===== src/rtl/fetch_unit.sv =====
// Instruction-fetch stage: issues sequential PC requests to instruction memory and
// queues the in-order responses for decode. Redirects flush the queue and drop stale responses.
module fetch_unit #(
    parameter logic [31:0] RESET_PC = 32'hBFC0_0000,
    parameter int          DEPTH    = 2
) (
    input  logic        clk,
    input  logic        rst,
    output logic        imem_req_valid,
    input  logic        imem_req_ready,
    output logic [31:0] imem_req_addr,
    input  logic        imem_resp_valid,
    input  logic [31:0] imem_resp_data,
    input  logic        redirect_valid,
    input  logic [31:0] redirect_pc,
    output logic        inst_valid,
    output logic [31:0] inst,
    output logic [31:0] pc,
    input  logic        decode_ready
);
    localparam int AW = $clog2(DEPTH);
    localparam int CW = AW + 1;
    localparam logic [CW:0] DEPTH_LIM = (CW+1)'(DEPTH);

    logic [31:0]   fetch_pc;
    logic [31:0]   resp_pc;
    logic [31:0]   q_pc   [DEPTH];
    logic [31:0]   q_inst [DEPTH];
    logic [AW-1:0] head;
    logic [AW-1:0] tail;
    logic [CW-1:0] count;
    logic [CW-1:0] outstanding;
    logic [CW-1:0] drop_cnt;
    logic [CW:0]   credit_used;
    logic          req_fire;
    logic          resp_fire;
    logic          push;
    logic          pop;
    logic          redirect_pc_unused;

    assign redirect_pc_unused = ^redirect_pc[1:0];

    // Queued plus in-flight words may never exceed DEPTH, so a response always has a free slot.
    assign credit_used    = {1'b0, count} + {1'b0, outstanding};
    assign imem_req_valid = !rst && !redirect_valid && (credit_used < DEPTH_LIM);
    assign imem_req_addr  = fetch_pc;

    assign req_fire  = imem_req_valid && imem_req_ready;
    assign resp_fire = imem_resp_valid && (outstanding != '0);
    assign push      = resp_fire && (drop_cnt == '0) && !redirect_valid;
    assign pop       = (count != '0) && decode_ready && !redirect_valid;

    assign inst_valid = (count != '0);
    assign inst       = inst_valid ? q_inst[head] : 32'h0;
    assign pc         = inst_valid ? q_pc[head]   : 32'h0;

    always_ff @(posedge clk or posedge rst) begin
        if (rst) begin
            fetch_pc    <= RESET_PC;
            resp_pc     <= RESET_PC;
            head        <= '0;
            tail        <= '0;
            count       <= '0;
            outstanding <= '0;
            drop_cnt    <= '0;
        end else if (redirect_valid) begin
            // Every request still in flight after this edge belongs to the old path.
            fetch_pc    <= {redirect_pc[31:2], 2'b00};
            resp_pc     <= {redirect_pc[31:2], 2'b00};
            head        <= '0;
            tail        <= '0;
            count       <= '0;
            outstanding <= outstanding - CW'(resp_fire);
            drop_cnt    <= outstanding - CW'(resp_fire);
        end else begin
            if (req_fire)
                fetch_pc <= fetch_pc + 32'd4;
            outstanding <= outstanding + CW'(req_fire) - CW'(resp_fire);
            if (resp_fire) begin
                if (drop_cnt != '0)
                    drop_cnt <= drop_cnt - CW'(1);
                else
                    resp_pc <= resp_pc + 32'd4;
            end
            if (push)
                tail <= tail + AW'(1);
            if (pop)
                head <= head + AW'(1);
            count <= count + CW'(push) - CW'(pop);
        end
    end

    always_ff @(posedge clk) begin
        if (push) begin
            q_pc[tail]   <= resp_pc;
            q_inst[tail] <= imem_resp_data;
        end
    end
endmodule


===== config.mk =====
export PLATFORM = sky130hd
export DESIGN_NAME = fetch_unit
export DESIGN_NICKNAME = d
export VERILOG_FILES = /design/src/rtl/fetch_unit.sv
export SDC_FILE = /design/constraint.sdc
export NUM_CORES = 1
export LEC_CHECK = 0
export CAP_MARGIN = 20
export CORE_UTILIZATION = 56
export DETAILED_ROUTE_END_ITERATION = 8
export GPL_TIMING_DRIVEN = 0
export HOLD_SLACK_MARGIN = 0.1
export PLACE_DENSITY = 0.87
export SLEW_MARGIN = 20
export SYNTH_ARGS = -nofsm -noshare
export SYNTH_HDL_FRONTEND = slang
export SYNTH_SLANG_ARGS = --single-unit

===== constraint.sdc =====
create_clock -name clk -period 10.2 [get_ports clk]
set_clock_uncertainty 0.05 [all_clocks]
set_input_delay 1.02 -clock clk [delete_from_list [all_inputs] [get_ports clk]]
set_output_delay 1.02 -clock clk [all_outputs]
set_load 0.02 [all_outputs]

==> run summary <==
hold path startpoint - resp_pc[30]
Synth Cell Area - 8850 um2
Post-synth EDFFs - 124
worst-margin pin slew - 1.01 ns
number of core rows - 45
first-pass GRT wire length - 33900 um
worst hold endpoint - q_pc[0][30]
fin util - 74.5%
Comb power frac - 27.1%
met3 routed WL - 1520 um
antenna cells - 0
post-synthesis async set-or-reset flop share - 35.4%
Critical Path Most Common Cell - clkdlybuf4s50_1
IO buf count - 161
Crit path arrival time - 2.82 ns
Clock Latency Late Sink - 0.44 ns
DRC viols - 0
CTS Buffer Depth - 2
power share of the clock group - 28.2%
sw frac - 31.2%
worst path required time - 9.13 ns
fmax - 0.257 GHz
final setup fails - 0
internal power - 1.52 mW
Top Ports - 168
Distinct cells, synth - 53
WL per Instance - 18.9 um
Crit path largest cell delay - 0.71 ns
final wirelength - 21500 um
Die Wd - 128 um
Ys Warns - 0
Net Sw Power - 0.687 mW
die footprint - 16300 um2
largest net degree at the start of global routing - 52
number of global-route vias before repair - 6582
final worst-path cycle share - 38.2%
Initial DRT Pass Iterations - 4
hpwl dp - 15200 um
Hold Vio Cnt, Final - 0
Via density - 5.99
pwr dens - 193 nW/um2
dpl cells - 1105
fin crit period - 3.89 ns
most common cell after layout, fill and taps aside - clkdlybuf4s50_1
Worst setup EP type - output pin
LEAKAGE - 3.86 nW
worst r2r src - outstanding[0]
CTS hold repair buffers - 0
syn_area_per_cell - 12.2 um2
Reg power frac - 44.7%
outcome - complete, no violations
Worst slew margin - 32.1%
DR vias - 6813
RSZ-0062 raised after global routing - no
r2r setup slk - 6.94 ns
dominant synthesized flop cell - edfxtp_1
Cells after Synth - 726
GPL Wtd Cong - 0.941
sequential fraction of the synthesis area - 61.5%
DR top layer - met4
DR iter-0 viols - 579
CORE AREA - 15300 um2
placed standard-cell area - 10900 um2
peak supply drop - 0.000129 V
Worst Hold Depth - 0
fin cells - 1137
Layout area overhead - 28.9%
worst-path cell chain - clkdlybuf4s50_1 > nor4_1 > clkdlybuf4s50_1
Seq cells post-synth - 192
HP Class - flop to flop
# clock sinks - 192
TNS Setup - 0 ns
crit-path max FO - 6
Fin Hold WS - 0.481 ns
most frequent cells in the layout - 161 x clkdlybuf4s50_1, 124 x edfxtp_1, 103 x nor2_1
slowest CP cell - clkdlybuf4s50_1
setup bufs post-CTS - 0
path depth of the worst reg2reg path - 11
MaxCap Viol Count - 0
Final ANT Viol Nets - 0
post_cts resized - 0
Clock transition at path regs - 0.07 ns
Layout Nets - 992
post-route cell area - 11400 um2
Setup CP Type - primary input to output pin
Worst setup SP type - primary input
wl on met1 - 8970 um
CTS Buf Count - 17
CTS tree - built
Bufs and invs on worst path - 2
starting density of the core - 57.8%
total gr overflow - 0
met2 WL - 10500 um
worst r2r dst - outstanding[1]
initial antenna violation count - 0
layout cell share with drive strength beyond 1 - 8.75%
CP top delay family - buffers and inverters
die height - 128 um
GRT Util Overall - 27.3%
# H-tree levels - 4
count of pins over their slew limit - 0
clock root cell - clkbuf_16
-- area by class of cell --
| cell class | instances | area (um2) |
|---|---|---|
| plain buffers | 41 | 171 |
| clock buffers | 19 | 433 |
| clock inverters | 13 | 113 |
| fillers | 1062 | 3910 |
| inverters | 18 | 70.1 |
| multi-input cells | 478 | 3200 |
| flip-flops and latches | 192 | 5450 |
| well taps | 211 | 264 |
| repair buffers | 165 | 1710 |
-- state kept, by name, indices dropped and copies added, names as in the netlist --
name	count
q_pc	60
imem_req_addr	30
drop_cnt	2
head	1
tail	1
q_inst	64
resp_pc	30
count	2
outstanding	2
-- synthesized netlist by cell type (6+ instances only) --
cell | n | share of area [%]
edfxtp_1 | 124 | 42
nor2_1 | 104 | 4.4
mux2i_1 | 64 | 7.2
dfrtp_1 | 50 | 14
nand2_1 | 31 | 1.3
nand4_1 | 27 | 1.9
a31oi_1 | 25 | 1.8
clkbuf_1 | 24 | 1.0
nand3_1 | 20 | 1.1
or4_1 | 19 | 1.6
dfstp_2 | 18 | 5.3
xnor2_1 | 18 | 1.8
inv_1 | 17 | 0.72
o31ai_1 | 17 | 1.4
o21ai_0 | 16 | 0.90
mux2_2 | 15 | 1.9
buf_1 | 11 | 0.47
nor4_1 | 11 | 0.78
and4_1 | 10 | 0.99
and2_1 | 9 | 0.64
or3_1 | 9 | 0.64
a21oi_1 | 8 | 0.45
ha_1 | 8 | 1.1
xor2_1 | 8 | 0.79
nor3_1 | 7 | 0.40
and3_1 | 6 | 0.42
o31a_1 | 6 | 0.59
-- routing by layer --
layer | global-route usage [%] | vias up
met5 | 0 | -
met4 | 11.8 | 0
met3 | 5.51 | 47
met2 | 44.0 | 335
met1 | 36.3 | 3322
li1 | - | 3109
-- worst register-to-register path, delay by kind of cell (launching register included) --
kind / cells / cell delay (ns)
xor gates and xnor gates: 2 / 0.29
adders and majority gates: 3 / 1.00
AOI/OAI and AO/OA: 1 / 0.23
and+or+nand+nor: 3 / 0.99
DFF: 1 / 0.47
buffers and inverters: 2 / 0.16
-- kinds of logic (layout without fill, tap and decap cells) --
kind of cell,Yosys count,in the layout,share of synthesized area [%]
AO/OA/AOI/OAI,92,92,7.10
multiplexers,79,79,9.15
adder cells (fa/ha/maj),9,9,1.36
buffers and inverters,59,256,2.70
flip-flops,192,192,61.5
other,1,4,0.0424
XOR/XNOR,26,26,2.57
AND/OR/NAND/NOR,268,268,15.5
-- power groups by stage --
stage	registers [mW]	logic (mW)	clock network (mW)
floorplan	0.994	0.338	0
global placement	0.995	0.573	0
detailed placement	0.996	0.596	0
CTS	0.982	0.599	0.627
global route	0.991	0.645	0.659
finish	0.986	0.598	0.622
-- worst max path at each step --
stage	cells after the start	from	slack (ns)	end
4_1_cts	4	count[1]	6.29	inst[12]
6_report	3	redirect_valid	6.31	imem_req_valid
2_1_floorplan	5	redirect_valid	5.24	q_inst[0][0]
3_3_place_gp	6	redirect_valid	2.84	q_pc[0][30]
5_1_grt	5	head	6.14	pc[15]
3_5_place_dp	8	redirect_valid	5.92	q_pc[0][30]
-- stage by stage --
stage	worst slack, ns	total power, mW
finish	6.31	2.21
global placement	2.84	1.57
global route	6.14	2.30
floorplan	5.24	1.33
detailed placement	5.92	1.59
CTS	6.29	2.21
No activity file was read; power rests on OpenSTA's default activity.
